<file path="src/rtl/ahb_arb_pkg.sv">
// Shared AHB transfer/response encodings and arbiter state type.
package ahb_arb_pkg;

  localparam logic [1:0] HTRANS_IDLE   = 2'b00;
  localparam logic [1:0] HTRANS_BUSY   = 2'b01;
  localparam logic [1:0] HTRANS_NONSEQ = 2'b10;
  localparam logic [1:0] HTRANS_SEQ    = 2'b11;

  localparam logic [1:0] HRESP_OKAY  = 2'b00;
  localparam logic [1:0] HRESP_ERROR = 2'b01;

  typedef enum logic [0:0] {ARB_M0, ARB_M1} arb_state_e;

endpackage

</file>
<file path="src/rtl/ahb_arb_if.sv">
// Bus bundle between the two AHB masters, the arbiter and the AHB2APB bridge.
interface ahb_arb_if #(
  parameter int unsigned ADDR_W = 32,
  parameter int unsigned DATA_W = 32
);
  logic [1:0]        Hbusreq;
  logic [1:0]        Htrans_m0;
  logic [1:0]        Htrans_m1;
  logic [ADDR_W-1:0] Haddr_m0;
  logic [ADDR_W-1:0] Haddr_m1;
  logic              Hwrite_m0;
  logic              Hwrite_m1;
  logic [DATA_W-1:0] Hwdata_m0;
  logic [DATA_W-1:0] Hwdata_m1;
  logic              Hreadyout;
  logic [1:0]        Hresp;

  logic [1:0]        Hgrant;
  logic              Hmaster;
  logic [1:0]        Htrans;
  logic [ADDR_W-1:0] Haddr;
  logic              Hwrite;
  logic [DATA_W-1:0] Hwdata;
  logic              Hreadyin;
  logic              Hready_m;
  logic [1:0]        Hresp_m;

  // Arbiter side.
  modport slave (
    input  Hbusreq, Htrans_m0, Htrans_m1, Haddr_m0, Haddr_m1, Hwrite_m0, Hwrite_m1,
           Hwdata_m0, Hwdata_m1, Hreadyout, Hresp,
    output Hgrant, Hmaster, Htrans, Haddr, Hwrite, Hwdata, Hreadyin, Hready_m, Hresp_m
  );

  // Masters plus bridge side.
  modport master (
    output Hbusreq, Htrans_m0, Htrans_m1, Haddr_m0, Haddr_m1, Hwrite_m0, Hwrite_m1,
           Hwdata_m0, Hwdata_m1, Hreadyout, Hresp,
    input  Hgrant, Hmaster, Htrans, Haddr, Hwrite, Hwdata, Hreadyin, Hready_m, Hresp_m
  );

endinterface

</file>
<file path="src/rtl/ahb_arb_rr.sv">
// Two-way round-robin picker: returns the next address-phase owner at a release point.
module ahb_arb_rr (
  input  logic [1:0] Hbusreq,
  input  logic       rr_last,
  input  logic       owner,
  output logic       next_owner
);

  logic other;

  always_comb begin
    other      = ~owner;
    next_owner = owner;
    if (Hbusreq[other] && Hbusreq[owner]) begin
      next_owner = ~rr_last;
    end else if (Hbusreq[other]) begin
      next_owner = other;
    end
  end

endmodule

</file>
<file path="src/rtl/ahb_arbiter.sv">
// Two-master AHB-lite arbiter in front of the AHB2APB bridge; round-robin, burst-safe.
// Define AHB_ARB_MAX_HOLD_EN to cap an owner's tenure at MAX_HOLD accepted beats.
module ahb_arbiter
  import ahb_arb_pkg::*;
#(
  parameter int unsigned ADDR_W   = 32,
  parameter int unsigned DATA_W   = 32,
  parameter int unsigned MAX_HOLD = 4
) (
  input logic      Hclk,
  input logic      Hreset,
  ahb_arb_if.slave bus
);

  arb_state_e state_q, state_d;
  logic       data_owner_q, data_owner_d;
  logic       rr_last_q, rr_last_d;

  logic              owner, other, other_req, own_req;
  logic [1:0]        own_trans;
  logic [ADDR_W-1:0] own_addr;
  logic              own_write;
  logic [DATA_W-1:0] data_mux;
  logic              burst_lock, release_pt, force_pt, picked, new_owner, handover;

  assign owner     = (state_q == ARB_M1);
  assign other     = ~owner;
  assign own_req   = bus.Hbusreq[owner];
  assign other_req = bus.Hbusreq[other];
  assign own_trans = owner ? bus.Htrans_m1 : bus.Htrans_m0;
  assign own_addr  = owner ? bus.Haddr_m1  : bus.Haddr_m0;
  assign own_write = owner ? bus.Hwrite_m1 : bus.Hwrite_m0;
  assign data_mux  = data_owner_q ? bus.Hwdata_m1 : bus.Hwdata_m0;

  assign burst_lock = (own_trans == HTRANS_SEQ) || (own_trans == HTRANS_BUSY);
  assign release_pt = bus.Hreadyout &&
                      ((own_trans == HTRANS_IDLE) || (!own_req && !burst_lock));

  ahb_arb_rr u_rr (
    .Hbusreq    (bus.Hbusreq),
    .rr_last    (rr_last_q),
    .owner      (owner),
    .next_owner (picked)
  );

`ifdef AHB_ARB_MAX_HOLD_EN
  localparam int unsigned CntW = $clog2(MAX_HOLD + 1);

  logic [CntW-1:0] hold_cnt_q, hold_cnt_d;

  // A NONSEQ accepted at the forcing edge still completes; only SEQ/BUSY are protected.
  assign force_pt = bus.Hreadyout && other_req && (hold_cnt_q >= CntW'(MAX_HOLD)) &&
                    ((own_trans == HTRANS_NONSEQ) || (own_trans == HTRANS_IDLE));

  always_comb begin
    hold_cnt_d = hold_cnt_q;
    if (handover) begin
      hold_cnt_d = '0;
    end else if (bus.Hreadyout &&
                 ((own_trans == HTRANS_NONSEQ) || (own_trans == HTRANS_SEQ)) &&
                 (hold_cnt_q < CntW'(MAX_HOLD))) begin
      hold_cnt_d = hold_cnt_q + 1'b1;
    end
  end

  always_ff @(posedge Hclk) begin
    if (Hreset) begin
      hold_cnt_q <= '0;
    end else begin
      hold_cnt_q <= hold_cnt_d;
    end
  end
`else
  assign force_pt = 1'b0;
`endif

  always_comb begin
    state_d      = state_q;
    rr_last_d    = rr_last_q;
    data_owner_d = bus.Hreadyout ? owner : data_owner_q;
    new_owner    = owner;
    if (force_pt) begin
      new_owner = other;
    end else if (release_pt) begin
      new_owner = picked;
    end
    handover = (new_owner != owner);
    // An accepted NONSEQ uses up the owner's turn for the next tie-break.
    if (bus.Hreadyout && (own_trans == HTRANS_NONSEQ)) begin
      rr_last_d = owner;
    end
    if (handover) begin
      state_d   = new_owner ? ARB_M1 : ARB_M0;
      rr_last_d = new_owner;
    end
  end

  always_ff @(posedge Hclk) begin
    if (Hreset) begin
      state_q      <= ARB_M0;
      data_owner_q <= 1'b0;
      rr_last_q    <= 1'b1;
    end else begin
      state_q      <= state_d;
      data_owner_q <= data_owner_d;
      rr_last_q    <= rr_last_d;
    end
  end

  always_comb begin
    bus.Hgrant   = owner ? 2'b10 : 2'b01;
    bus.Hmaster  = owner;
    bus.Htrans   = Hreset ? HTRANS_IDLE : own_trans;
    bus.Haddr    = Hreset ? '0 : own_addr;
    bus.Hwrite   = Hreset ? 1'b0 : own_write;
    bus.Hwdata   = Hreset ? '0 : data_mux;
    bus.Hreadyin = bus.Hreadyout;
    bus.Hready_m = bus.Hreadyout;
    bus.Hresp_m  = bus.Hresp;
  end

endmodule

</file>
<file path="src/flat_wrapper.sv">
// flat-port wrapper written by rule: the top's interface ports become plain ports
module ahb_arbiter_flat import ahb_arb_pkg::*;
#(
  parameter int unsigned ADDR_W   = 32,
  parameter int unsigned DATA_W   = 32,
  parameter int unsigned MAX_HOLD = 4
)
  (Hclk, Hreset, bus_Hbusreq, bus_Htrans_m0, bus_Htrans_m1, bus_Haddr_m0, bus_Haddr_m1, bus_Hwrite_m0, bus_Hwrite_m1, bus_Hwdata_m0, bus_Hwdata_m1, bus_Hreadyout, bus_Hresp, bus_Hgrant, bus_Hmaster, bus_Htrans, bus_Haddr, bus_Hwrite, bus_Hwdata, bus_Hreadyin, bus_Hready_m, bus_Hresp_m);
  ahb_arb_if #(.ADDR_W(ADDR_W), .DATA_W(DATA_W)) bus_i ();
  input logic Hclk;
  input logic Hreset;
  input wire logic [$bits(bus_i.Hbusreq)-1:0] bus_Hbusreq;
  input wire logic [$bits(bus_i.Htrans_m0)-1:0] bus_Htrans_m0;
  input wire logic [$bits(bus_i.Htrans_m1)-1:0] bus_Htrans_m1;
  input wire logic [$bits(bus_i.Haddr_m0)-1:0] bus_Haddr_m0;
  input wire logic [$bits(bus_i.Haddr_m1)-1:0] bus_Haddr_m1;
  input wire logic [$bits(bus_i.Hwrite_m0)-1:0] bus_Hwrite_m0;
  input wire logic [$bits(bus_i.Hwrite_m1)-1:0] bus_Hwrite_m1;
  input wire logic [$bits(bus_i.Hwdata_m0)-1:0] bus_Hwdata_m0;
  input wire logic [$bits(bus_i.Hwdata_m1)-1:0] bus_Hwdata_m1;
  input wire logic [$bits(bus_i.Hreadyout)-1:0] bus_Hreadyout;
  input wire logic [$bits(bus_i.Hresp)-1:0] bus_Hresp;
  output wire logic [$bits(bus_i.Hgrant)-1:0] bus_Hgrant;
  output wire logic [$bits(bus_i.Hmaster)-1:0] bus_Hmaster;
  output wire logic [$bits(bus_i.Htrans)-1:0] bus_Htrans;
  output wire logic [$bits(bus_i.Haddr)-1:0] bus_Haddr;
  output wire logic [$bits(bus_i.Hwrite)-1:0] bus_Hwrite;
  output wire logic [$bits(bus_i.Hwdata)-1:0] bus_Hwdata;
  output wire logic [$bits(bus_i.Hreadyin)-1:0] bus_Hreadyin;
  output wire logic [$bits(bus_i.Hready_m)-1:0] bus_Hready_m;
  output wire logic [$bits(bus_i.Hresp_m)-1:0] bus_Hresp_m;
  assign bus_i.Hbusreq = bus_Hbusreq;
  assign bus_i.Htrans_m0 = bus_Htrans_m0;
  assign bus_i.Htrans_m1 = bus_Htrans_m1;
  assign bus_i.Haddr_m0 = bus_Haddr_m0;
  assign bus_i.Haddr_m1 = bus_Haddr_m1;
  assign bus_i.Hwrite_m0 = bus_Hwrite_m0;
  assign bus_i.Hwrite_m1 = bus_Hwrite_m1;
  assign bus_i.Hwdata_m0 = bus_Hwdata_m0;
  assign bus_i.Hwdata_m1 = bus_Hwdata_m1;
  assign bus_i.Hreadyout = bus_Hreadyout;
  assign bus_i.Hresp = bus_Hresp;
  assign bus_Hgrant = bus_i.Hgrant;
  assign bus_Hmaster = bus_i.Hmaster;
  assign bus_Htrans = bus_i.Htrans;
  assign bus_Haddr = bus_i.Haddr;
  assign bus_Hwrite = bus_i.Hwrite;
  assign bus_Hwdata = bus_i.Hwdata;
  assign bus_Hreadyin = bus_i.Hreadyin;
  assign bus_Hready_m = bus_i.Hready_m;
  assign bus_Hresp_m = bus_i.Hresp_m;
  ahb_arbiter #(.ADDR_W(ADDR_W), .DATA_W(DATA_W), .MAX_HOLD(MAX_HOLD)) u_core (.Hclk(Hclk), .Hreset(Hreset), .bus(bus_i));
endmodule
</file>
<file path="config.mk">
export PLATFORM = sky130hd
export DESIGN_NAME = ahb_arbiter_flat
export DESIGN_NICKNAME = d
export VERILOG_FILES = /design/src/rtl/ahb_arb_pkg.sv /design/src/rtl/ahb_arb_if.sv /design/src/rtl/ahb_arb_rr.sv /design/src/rtl/ahb_arbiter.sv /design/src/flat_wrapper.sv
export SDC_FILE = /design/constraint.sdc
export NUM_CORES = 1
export LEC_CHECK = 0
export CORE_AREA = 2 2 84 86
export DETAILED_ROUTE_END_ITERATION = 8
export DIE_AREA = 0 0 86 88
export PLACE_DENSITY = 0.76
export SETUP_SLACK_MARGIN = 0.1
export SLEW_MARGIN = 10
export SYNTH_ARGS = -nofsm -noshare
export SYNTH_HDL_FRONTEND = slang
export SYNTH_SLANG_ARGS = --single-unit
</file>
<file path="constraint.sdc">
create_clock -name Hclk -period 1.45 [get_ports Hclk]
set_input_delay 0.2175 -clock Hclk [delete_from_list [all_inputs] [get_ports Hclk]]
set_output_delay 0.2175 -clock Hclk [all_outputs]
set_load 0.1 [all_outputs]
</file>
==> results.sh <==
export IMPL_outcome="complete, but fails checks"
export IMPL_violations="negative setup slack"
export IMPL_r2r_end="u_core.rr_last_q$_SDFFE_PP1P_"
export IMPL_critPathTopFamily="flip-flops"
export IMPL_synth_seq_cells=3
export IMPL_finalHoldViolCount=0
export IMPL_ioPinCount=215
export IMPL_port_buffers=210
export IMPL_area_growth_pct=385
export IMPL_path_depth=4
export IMPL_muxShareOfSynthArea=0.556
export IMPL_final_util=0.893
export IMPL_n_antenna_cell=0
export IMPL_arrival_ns=1.39
export IMPL_drv_cap=0
export IMPL_synthSimpleGateAreaFrac=0.246
export IMPL_avgSynthCellArea_um2=6.99
export IMPL_synthAdderAreaFrac=0
export IMPL_rrSetupSlack_ns=-0.14
export IMPL_timing_fmax_mhz=622
export IMPL_drt_wl_total_mm=10.7
export IMPL_track_usage=0.245
export IMPL_dp_cells=462
export IMPL_routabilityCongestion=0.752
export IMPL_r2r_cells=5
export IMPL_fin_nets=539
export IMPL_crit_end="bus_Hwdata[0]"
export IMPL_die_area_mm2=0.00757
export IMPL_fill_cells=273
export IMPL_worst_path_buf_inv=2
export IMPL_syn_area_mm2=0.00122
export IMPL_overflow=0
export IMPL_dr_pass1_iters=4
export IMPL_multi_input_area_mm2=0.00238
export IMPL_slew_headroom=0.742
export IMPL_ys_types=21
export IMPL_core_area_mm2=0.00664
export IMPL_rsz0062_at_grt="yes"
export IMPL_clockBufferDepth=2
export IMPL_synth_xor_area_frac=0
export IMPL_startpoint_type="register"
export IMPL_avgRoutedWirePerCell_um=22.4
export IMPL_synth_compound_area_frac=0.0470
export IMPL_yosysTopAreaCell="mux2i_1"
export IMPL_yosysSeqAreaShare=0.0491
export IMPL_synth_top_area_share=0.556
export IMPL_layout_drive_gt1_share=0.617
export IMPL_cts_root_buf="clkbuf_8"
export IMPL_fin_area_mm2=0.00594
export IMPL_power_density_mw_per_mm2=515
export IMPL_synth_nets=316
export IMPL_initial_core_util=0.184
export IMPL_detailed_place_area_mm2=0.00481
export IMPL_worstPathRequired_ns=1.23
export IMPL_hold_buffers=0
export IMPL_period_needed_ns=1.61
export IMPL_seqCellArea_um2=67.6
export IMPL_worst_path_max_fanout=8
export IMPL_worst_pin_slew_ns=0.386
export IMPL_hpwl_mm=6.66
export IMPL_syn_inst=175
export IMPL_drtAntennaViolNets=0
export IMPL_synth_area_leaders="mux2i_1 (56%), nor2_1 (21%), dfxtp_1 (4.9%), buf_4 (3.7%), clkbuf_1 (2.8%)"
export IMPL_route_detailed_drc=0
export IMPL_r2r_start="u_core.bus.Hmaster$_SDFFE_PP0P_"
export IMPL_via_per_inst=4.79
export IMPL_crit_type="register to primary output"
export IMPL_finalClockSkew_ns=0.000381
export IMPL_synth_top_family_by_area="multiplexers"
export IMPL_vias=2285
export IMPL_grt_pass1_vias=2567
export IMPL_setup_viol=68
export IMPL_peakVddDrop_mv=0.417
export IMPL_antenna_found_initial=0
export IMPL_die_x_um=86
export IMPL_grt_pass1_wl_mm=14.2
export IMPL_end_kind="primary output"
export IMPL_cts_tree="built"
export IMPL_cts_sinks=3
export IMPL_startpoint="u_core.data_owner_q$_SDFFE_PP0P_"
export IMPL_worstPathCellList="buf_16 > mux2i_4 > nor2_4 > buf_12"
export IMPL_synth_edf_count=0
export IMPL_slew_violations=0
export IMPL_hold_ws_ns=0.435
export IMPL_cpMaxStageDelayCell="dfxtp_4"
export IMPL_die_h_um=88
export IMPL_drt_iter0_drc=37
export IMPL_final_cells=477
export IMPL_path_clk_slew_ns=0.03
export IMPL_cp_slowest_stage_delay_ns=0.47
export IMPL_ys_top_cells_by_count="mux2i_1 (68), nor2_1 (68), clkbuf_1 (9), buf_2 (6), buf_4 (6)"
export IMPL_min_path_type="input pin to primary output"
export IMPL_grt_start_max_net_pins=19
export IMPL_clock_latency_ns=0.21
export IMPL_leakagePower_uw=0.00199
export IMPL_period_share=1.11
export IMPL_synthArstFlopShare=0
export IMPL_pre_cts_slack_ns=-0.308
export IMPL_rows=30
export IMPL_timing_final_ws_setup_ns=-0.158
export IMPL_synth_main_ff_cell="dfxtp_1"
export IMPL_cts_made_buffers=3
export IMPL_yosysWarnings=0
export IMPL_htreeDepth=1
==> metrics by stage <==
stage	TNS [ns]	total power, µW
after floorplan	-8.11	1440
after global placement	-0.248	2400
after detailed placement	-0.390	2430
after CTS	-6.84	2970
after global routing	-10.48	3140
final	-8.29	3060
==> routing by layer <==
metal | global-route usage | up-vias | wire [µm]
li1 | - | 1058 | -
met1 | 0.247 | 1087 | 3400
met2 | 0.510 | 126 | 6430
met3 | 0.0471 | 14 | 686
met4 | 0.0548 | 0 | 191
met5 | 0 | - | 0
==> sequential cells by signal (all words and copies together) (netlist names) <==
| signal | flops |
|---|---|
| u_core.bus.Hmaster | 1 |
| u_core.data_owner_q | 1 |
| u_core.rr_last_q | 1 |
==> cell type report <==
class,count,share of cell area
multi-input cells,149,0.401
clock buffers,4,0.00759
repair buffers,240,0.563
flip-flops and latches,3,0.0114
well taps,80,0.0169
inverters,1,0.000632
==> cell families (layout without fill, tap and decap cells) <==
logic type             after synthesis  after routing
AND/OR/NAND/NOR                     75             75
AO/OA/AOI/OAI                        6              6
buffers and inverters               23            245
flip-flops                           3              3
multiplexers                        68             68
==> worst min path at each step <==
stage / end / cells past startpoint / slack, ns / from
6_report: bus_Hresp_m[1] / 0 / 0.44 / bus_Hresp[1]
5_1_grt: bus_Hresp_m[1] / 0 / 0.44 / bus_Hresp[1]
4_1_cts: bus_Hresp_m[0] / 0 / 0.44 / bus_Hresp[0]
3_5_place_dp: bus_Hresp_m[0] / 0 / 0.44 / bus_Hresp[0]
3_3_place_gp: bus_Hresp_m[0] / 0 / 0.44 / bus_Hresp[0]
2_1_floorplan: u_core.bus.Hmaster$_SDFFE_PP0P_ / 1 / 0.32 / bus_Hreadyout
==> repair_timing <==
| action | in CTS | in global routing |
|---|---|---|
| cloned | 5 | 1 |
| gates resized for setup | 127 | 24 |
| setup buffers | 5 | 0 |
| pin swaps | 10 | 9 |
| setup endpoints to repair | 70 | 68 |
==> power breakdown <==
group | internal (µW) | total (µW) | switching (µW)
registers | 85.0 | 92.9 | 7.89
logic | 1210 | 2720 | 1520
clock network | 187 | 238 | 50.9
==> cell usage in the layout (no fill, tap or decap), types with 2 or more instances in the layout <==
cell / synthesis / layout
dfxtp_4: 0 / 2
buf_6: 1 / 6
clkbuf_8: 0 / 3
buf_4: 6 / 7
buf_12: 0 / 84
clkdlybuf4s50_1: 0 / 134
buf_16: 0 / 5
nor2_4: 0 / 67
mux2i_4: 0 / 66
dlymetal6s2s_1: 0 / 2
No activity file was read; power rests on OpenSTA's default activity.
